<file path="config.mk">
export PLATFORM = sky130hd
export DESIGN_NAME = ro_sample_window_flat
export DESIGN_NICKNAME = d
export VERILOG_FILES = /design/src/rtl/ro_sample_window_pkg.sv /design/src/rtl/ro_sample_window_if.sv /design/src/rtl/ro_sample_window_sat_accum.sv /design/src/rtl/ro_sample_window.sv /design/src/flat_wrapper.sv
export SDC_FILE = /design/constraint.sdc
export NUM_CORES = 1
export LEC_CHECK = 0
export ABC_AREA = 1
export BUFFER_PORTS_ARGS = -buffer_cell sky130_fd_sc_hd__buf_4
export CORE_MARGIN = 2
export CORE_UTILIZATION = 60
export CTS_CLUSTER_DIAMETER = 60
export DETAILED_ROUTE_END_ITERATION = 16
export PLACE_DENSITY = 0.81
export SYNTH_ARGS = -nofsm -noshare
export SYNTH_HDL_FRONTEND = slang
export SYNTH_SLANG_ARGS = --single-unit
export TNS_END_PERCENT = 100
</file>
<file path="constraint.sdc">
create_clock -name clk -period 11.23 [get_ports clk]
set_input_delay 0.5615 -clock clk [delete_from_list [all_inputs] [get_ports clk]]
set_output_delay 0.5615 -clock clk [all_outputs]
set_load 0.03 [all_outputs]
</file>
<file path="src/rtl/ro_sample_window_pkg.sv">
// ro_sample_window_pkg: shared widths, count/sample types, FSM states and the saturating add.
package ro_sample_window_pkg;
   localparam int ADD_WIDTH   = 19;
   localparam int FIFO_WIDTH  = 20;
   localparam int COUNT_WIDTH = 43;
   typedef logic [COUNT_WIDTH-1:0] count_t;
   typedef logic [FIFO_WIDTH-1:0] sample_t;
   typedef enum logic [1:0] {IDLE, COLLECT, HOLD, DONE} state_t;
   // Returns {clamped, min(a+b, 2^FIFO_WIDTH-1)}; the carry of the FIFO_WIDTH+1 bit sum is the clamp flag.
   function automatic logic [FIFO_WIDTH:0] sat_add(input sample_t a, input sample_t b);
      logic [FIFO_WIDTH:0] s;
      s = {1'b0, a} + {1'b0, b};
      return s[FIFO_WIDTH] ? {1'b1, {FIFO_WIDTH{1'b1}}} : s;
   endfunction
endpackage

</file>
<file path="src/rtl/ro_sample_window_if.sv">
// ro_sample_window_if: control, RO sum, FIFO write and status signals of the sample window.
//   master drives go/stop/num_samples/collect_cycles/ro_sum_valid/ro_sum/fifo_full,
//   slave (the window block) drives fifo_wr_en/fifo_wr_data/busy/done/saturated/dropped.
interface ro_sample_window_if;
   import ro_sample_window_pkg::*;
   logic go, stop, ro_sum_valid, fifo_full;
   count_t num_samples, collect_cycles;
   logic [ADD_WIDTH-1:0] ro_sum;
   logic fifo_wr_en, busy, done, saturated;
   sample_t fifo_wr_data;
   count_t dropped;
   modport master (
      output go, stop, num_samples, collect_cycles, ro_sum_valid, ro_sum, fifo_full,
      input  fifo_wr_en, fifo_wr_data, busy, done, saturated, dropped
   );
   modport slave (
      input  go, stop, num_samples, collect_cycles, ro_sum_valid, ro_sum, fifo_full,
      output fifo_wr_en, fifo_wr_data, busy, done, saturated, dropped
   );
endinterface

</file>
<file path="src/rtl/ro_sample_window_sat_accum.sv">
// ro_sat_accum: saturating window accumulator with clear, enable and sticky saturate flag.
//   clr_i clears the accumulator (wins over en_i), sat_clr_i clears the sticky flag,
//   en_i adds add_i; sum_o is the saturated acc+add_i seen this cycle, sat_o the sticky clamp flag.
module ro_sat_accum
   import ro_sample_window_pkg::*;
(
   input  logic                 clk,
   input  logic                 rst,
   input  logic                 clr_i,
   input  logic                 sat_clr_i,
   input  logic                 en_i,
   input  logic [ADD_WIDTH-1:0] add_i,
   output sample_t              sum_o,
   output logic                 sat_o
);
   sample_t acc_q, acc_d;
   logic sat_q, sat_d, clamp;
   // A closing beat clears and adds in the same cycle, so its clamp still reaches the sticky flag.
   always_comb begin
      {clamp, sum_o} = sat_add(acc_q, sample_t'(add_i));
      acc_d = clr_i ? '0 : en_i ? sum_o : acc_q;
      sat_d = !sat_clr_i && (sat_q || (en_i && clamp));
   end
   always_ff @(posedge clk or posedge rst)
      if (rst) begin
         acc_q <= '0;
         sat_q <= 1'b0;
      end else begin
         acc_q <= acc_d;
         sat_q <= sat_d;
      end
   assign sat_o = sat_q;
endmodule

</file>
<file path="src/rtl/ro_sample_window.sv">
// ro_sample_window: accumulates RO sums over programmed windows and pushes one saturated sample per window.
//   clk/rst: clock and asynchronous active-high reset; bus: slave side of ro_sample_window_if.
module ro_sample_window
   import ro_sample_window_pkg::*;
(
   input logic               clk,
   input logic               rst,
   ro_sample_window_if.slave bus
);
   state_t state_q, state_d;
   count_t num_q, num_d, cyc_q, cyc_d, beat_q, beat_d, samp_q, samp_d, drop_q, drop_d, samp_inc;
   sample_t hold_q, hold_d, wr_data_q, wr_data_d, sum;
   logic wr_en_q, wr_en_d, acc_clr, acc_en, sat_clr, sat;
   ro_sat_accum u_acc (
      .clk       (clk),
      .rst       (rst),
      .clr_i     (acc_clr),
      .sat_clr_i (sat_clr),
      .en_i      (acc_en),
      .add_i     (bus.ro_sum),
      .sum_o     (sum),
      .sat_o     (sat)
   );
   assign samp_inc = samp_q + count_t'(1);
   always_comb begin
      state_d   = state_q;
      num_d     = num_q;
      cyc_d     = cyc_q;
      beat_d    = beat_q;
      samp_d    = samp_q;
      drop_d    = drop_q;
      hold_d    = hold_q;
      wr_en_d   = 1'b0;
      wr_data_d = wr_data_q;
      acc_clr   = 1'b0;
      acc_en    = 1'b0;
      sat_clr   = 1'b0;
      case (state_q)
         IDLE, DONE:
            if (bus.go) begin
               num_d   = bus.num_samples;
               cyc_d   = (bus.collect_cycles == '0) ? count_t'(1) : bus.collect_cycles;
               beat_d  = '0;
               samp_d  = '0;
               drop_d  = '0;
               acc_clr = 1'b1;
               sat_clr = 1'b1;
               state_d = (bus.num_samples == '0) ? DONE : COLLECT;
            end
         COLLECT:
            // stop outranks a closing beat: the partial window is thrown away with no write.
            if (bus.stop) begin
               beat_d  = '0;
               acc_clr = 1'b1;
               state_d = DONE;
            end else if (bus.ro_sum_valid) begin
               acc_en = 1'b1;
               if (beat_q == cyc_q - count_t'(1)) begin
                  beat_d  = '0;
                  acc_clr = 1'b1;
                  if (bus.fifo_full) begin
                     hold_d  = sum;
                     state_d = HOLD;
                  end else begin
                     wr_en_d   = 1'b1;
                     wr_data_d = sum;
                     samp_d    = samp_inc;
                     state_d   = (samp_inc == num_q) ? DONE : COLLECT;
                  end
               end else
                  beat_d = beat_q + count_t'(1);
            end
         HOLD:
            if (bus.stop)
               state_d = DONE;
            else begin
               if (bus.ro_sum_valid)
                  drop_d = (&drop_q) ? drop_q : drop_q + count_t'(1);
               if (!bus.fifo_full) begin
                  wr_en_d   = 1'b1;
                  wr_data_d = hold_q;
                  samp_d    = samp_inc;
                  state_d   = (samp_inc == num_q) ? DONE : COLLECT;
               end
            end
         default: state_d = IDLE;
      endcase
   end
   always_ff @(posedge clk or posedge rst)
      if (rst) begin
         state_q   <= IDLE;
         num_q     <= '0;
         cyc_q     <= '0;
         beat_q    <= '0;
         samp_q    <= '0;
         drop_q    <= '0;
         hold_q    <= '0;
         wr_en_q   <= 1'b0;
         wr_data_q <= '0;
      end else begin
         state_q   <= state_d;
         num_q     <= num_d;
         cyc_q     <= cyc_d;
         beat_q    <= beat_d;
         samp_q    <= samp_d;
         drop_q    <= drop_d;
         hold_q    <= hold_d;
         wr_en_q   <= wr_en_d;
         wr_data_q <= wr_data_d;
      end
   assign bus.fifo_wr_en   = wr_en_q;
   assign bus.fifo_wr_data = wr_data_q;
   assign bus.busy         = (state_q == COLLECT) || (state_q == HOLD);
   // done waits out the final write pulse so it rises the cycle after the last sample.
   assign bus.done         = (state_q == DONE) && !wr_en_q;
   assign bus.saturated    = sat;
   assign bus.dropped      = drop_q;
endmodule

</file>
<file path="src/flat_wrapper.sv">
// flat-port wrapper written by rule: the top's interface ports become plain ports
module ro_sample_window_flat import ro_sample_window_pkg::*;
  (clk, rst, bus_go, bus_stop, bus_num_samples, bus_collect_cycles, bus_ro_sum_valid, bus_ro_sum, bus_fifo_full, bus_fifo_wr_en, bus_fifo_wr_data, bus_busy, bus_done, bus_saturated, bus_dropped);
  ro_sample_window_if bus_i ();
  input logic clk;
  input logic rst;
  input wire logic [$bits(bus_i.go)-1:0] bus_go;
  input wire logic [$bits(bus_i.stop)-1:0] bus_stop;
  input wire logic [$bits(bus_i.num_samples)-1:0] bus_num_samples;
  input wire logic [$bits(bus_i.collect_cycles)-1:0] bus_collect_cycles;
  input wire logic [$bits(bus_i.ro_sum_valid)-1:0] bus_ro_sum_valid;
  input wire logic [$bits(bus_i.ro_sum)-1:0] bus_ro_sum;
  input wire logic [$bits(bus_i.fifo_full)-1:0] bus_fifo_full;
  output wire logic [$bits(bus_i.fifo_wr_en)-1:0] bus_fifo_wr_en;
  output wire logic [$bits(bus_i.fifo_wr_data)-1:0] bus_fifo_wr_data;
  output wire logic [$bits(bus_i.busy)-1:0] bus_busy;
  output wire logic [$bits(bus_i.done)-1:0] bus_done;
  output wire logic [$bits(bus_i.saturated)-1:0] bus_saturated;
  output wire logic [$bits(bus_i.dropped)-1:0] bus_dropped;
  assign bus_i.go = bus_go;
  assign bus_i.stop = bus_stop;
  assign bus_i.num_samples = bus_num_samples;
  assign bus_i.collect_cycles = bus_collect_cycles;
  assign bus_i.ro_sum_valid = bus_ro_sum_valid;
  assign bus_i.ro_sum = bus_ro_sum;
  assign bus_i.fifo_full = bus_fifo_full;
  assign bus_fifo_wr_en = bus_i.fifo_wr_en;
  assign bus_fifo_wr_data = bus_i.fifo_wr_data;
  assign bus_busy = bus_i.busy;
  assign bus_done = bus_i.done;
  assign bus_saturated = bus_i.saturated;
  assign bus_dropped = bus_i.dropped;
  ro_sample_window u_core (.clk(clk), .rst(rst), .bus(bus_i));
endmodule
</file>
==> results.md <==
- DRC: 0
- FF+latch count, synth: 279
- Worst Max-Slew Pin Slew: around 1.2 ns
- Wire per inst: 16.7 um
- GRT Overall Usage: 34.4%
- Worst flop-to-flop path endpoint: u_core.samp_q[42]$_DFFE_PP0P_
- Final hold viol count: 0
- Slew Viols, Final: 0
- CP Buf/Inv Count: 2
- Number of global-route vias before repair: 18400
- Reg2reg path depth: 16
- Arr. time, crit path: 4.78 ns
- Sequential cell area: 0.00698 mm2
- Die W: around 180 um
- R2R setup slack: between 6 and 7 ns
- Design Power: 0.00454 W
- Setup crit start: u_core.cyc_q[7]$_DFFE_PP0P_
- Post-CTS Hold Fix Bufs: 0
- Antenna Nets Post-Route: 0
- Post-layout nets: around 3000
- Routability cong.: 0.995
- Reg-to-reg critical path startpoint: u_core.cyc_q[7]$_DFFE_PP0P_
- Initial antenna violation count: 2
- Setup TNS: 0 ns
- EDFF count, synth: 0
- Power per Cell Area: 210 mW/mm2
- CP most frequent cell: nand2_1
- Largest net degree at the start of global routing: about 120
- Outcome: finished clean
- Sequential fraction of the synthesis area: 37.1%
- Endpoints failing setup: 0
- Most frequent cells in the layout: nand2_1, nor2_1, inv_1, dfrtp_1, nand3_1
- Critical-path cell list: nor2_1 -> nand2_1 -> nor2_1 -> nand2_1 -> nor2_1 -> nand3_1 -> nand3_1 -> nand3_1 -> nor2_1 -> nand4_1 -> o21ai_4 -> buf_4 -> nand2_1 -> buf_4 -> nand2_1 -> nand2_1
- Hold Crit Class: in2async
- Post-cts sizing count: 0
- Clk_skew: around 0.025 ns
- DRT iter0 DRCs: 1794
- Clock-pin transition on the worst setup and hold timing paths: approximately 0.06 ns
- HPWL after DPL: approximately 42000 um
- Peak supply drop: roughly 0.15 mV
- Syn avg cell area: approximately 6.7 um2
- Library cells used by synthesis: 48
- First-pass GRT wire length: 92200 um
- Area of the multi-input gates: 0.0104 mm2
- Fin crit period: 4.36 ns
- Worst EP required: ~12 ns
- Via count: around 19000
- Mapped Area: around 0.019 mm2
- Share of cells above drive strength 1: 9.43%
- P_leak: 10.3 nW
- Crit. End Element: flop
- Clk sinks: 279
- Die span in y: ~180 um
- Port Buffer Count: 177
- Commonest non-fill, non-tap cell in the layout: nand2_1
- Max stage delay on crit path: between 0.6 and 0.7 ns
- Clk_lat worst skew: 0.55 ns
- Total CTS buffers: 35
- CTS root buf: clkbuf_16
- Async S/R FF share, synth: 100%
- Cell family with the largest share of critical-path delay: simple AND/OR/NAND/NOR gates
- Dpl cells: 3300
- Crit Path Max Fanout: 65
- Slew HR: 22.1%
- Detailed Routing Iterations Pass 1: 6
- Max Cap Viol: 0
- Critical path startpoint category: flop
- Critical path endpoint: u_core.samp_q[42]$_DFFE_PP0P_
- Syn-to-layout area delta: 14.8%
- Critical path depth in cells: 16
- Fmax: 229 MHz
- Max Buffers Root-to-Sink: 3
- CTS tree: built
- I/O Pins: 178
- Row count: between 60 and 70
- Via/cell ratio: ~5.7
- RSZ-0062 raised after global routing: false
- Final Cycle Share: approximately 39%
- Total Die Area: between 0.03 and 0.04 mm2
- Layout fillers: 2676
- Total routed wirelength: roughly 56000 um
- Core ar.: 0.0307 mm2
- YS warnings: 0
- Postcts setup bufs: 0
- Synthesized net count: 2939
- H-tree levels: 2
- Syn Inst Count: 2801
- Main synth FF type: dfrtp_1
- Initial Util: a little over 60%
- Fin cells: 3366
- GRT overflow: 0
- Slowest CP cell: nand2_1
- Setup CP Type: reg2reg
[worst register-to-register path, stage by stage, from the launching register on]
cell and delay, ns:
dfrtp_1 0.42, nor2_1 0.28, nand2_1 0.12, nor2_1 0.14
nand2_1 0.11, nor2_1 0.32, nand3_1 0.20, nand3_1 0.15
nand3_1 0.09, nor2_1 0.09, nand4_1 0.23, o21ai_4 0.20
buf_4 0.61, nand2_1 0.65, buf_4 0.44, nand2_1 0.12
nand2_1 0.05
[kinds of logic (layout without fill, tap and decap cells)]
logic type                 after synthesis  after routing  synth area share, %
DFF                                    279            279                 37.1
xor gates and xnor gates               129            129                 6.46
and+or+nand+nor                       1692           1692                 38.1
AOI/OAI and AO/OA                      287            287                 8.28
buffers and inverters                  383            550                 8.01
muxes                                    4              4                0.213
adders and majority gates               27             27                 1.84
other                                    0              2                    0
[cell usage after synthesis, types with 28 or more instances]
cell | n | area share (%)
a21oi_1 | 74 | 2.0
clkbuf_1 | 50 | 1.0
dfrtp_1 | 279 | 37
inv_1 | 296 | 5.9
nand2_1 | 877 | 18
nand3_1 | 215 | 5.7
nand4_1 | 75 | 2.5
nor2_1 | 388 | 7.7
nor3_1 | 50 | 1.3
nor4_1 | 28 | 0.93
o21ai_0 | 144 | 3.8
xnor2_1 | 37 | 1.7
xor2_1 | 86 | 4.0
[routing by layer]
metal / wire length [um] / up-vias / global-route usage (%)
li1: - / 9288 / -
met1: 24400 / 8964 / 47.0
met2: 25900 / 791 / 56.1
met3: 4000 / 138 / 4.98
met4: 1990 / 0 / 12.2
met5: 0 / - / 0
[power by group]
part           internal, W  switching (W)  leakage (nW)
Sequential         0.00123       0.000214          3.72
Clock             0.000719       0.000471         0.603
Combinational     0.000598        0.00131          5.93
Total              0.00255        0.00200          10.3
[state kept, by name, indices dropped and copies added (netlist names), 20 cells and up]
name and count:
u_core.bus.fifo_wr_data 20, u_core.hold_q 20, u_core.u_acc.acc_q 20, u_core.samp_q 43
u_core.cyc_q 43, u_core.num_q 43, u_core.beat_q 43, u_core.bus.dropped 43
[metrics by stage]
step | setup WS, ns | hold slack [ns] | cell area, um2 | utilization [%]
5_1_grt | 6.51 | 0.238 | 21600 | 70.2
4_1_cts | 6.93 | 0.214 | 21600 | 70.2
3_3_place_gp | 7.08 | 0.457 | 20400 | 66.2
2_1_floorplan | 2.97 | 0.442 | 18800 | -
3_5_place_dp | 7.00 | 0.461 | 20400 | 66.2
6_report | 6.87 | 0.228 | 21600 | 70.2
[worst min path at each step]
stage	startpoint	end
finish	rst	u_core.bus.dropped[41]$_DFFE_PP0P_
global route	bus_num_samples[11]	u_core.num_q[11]$_DFFE_PP0P_
CTS	bus_num_samples[11]	u_core.num_q[11]$_DFFE_PP0P_
detailed placement	u_core.bus.fifo_wr_data[1]$_DFFE_PP0P_	u_core.bus.fifo_wr_data[1]$_DFFE_PP0P_
global placement	u_core.hold_q[17]$_DFFE_PP0P_	u_core.hold_q[17]$_DFFE_PP0P_
floorplan	u_core.hold_q[17]$_DFFE_PP0P_	u_core.hold_q[17]$_DFFE_PP0P_
[layout make-up]
class / count / share of cell area [%]
clock inverter: 19 / 1.07
multi-input combinational: 2139 / 48.0
antenna: 2 / 0.0232
inverter: 299 / 5.23
timing repair buffer: 187 / 6.50
sequential: 279 / 32.3
clock buffer: 45 / 4.56
tap: 396 / 2.30
Note: power is estimated with default switching activity, not from simulation.
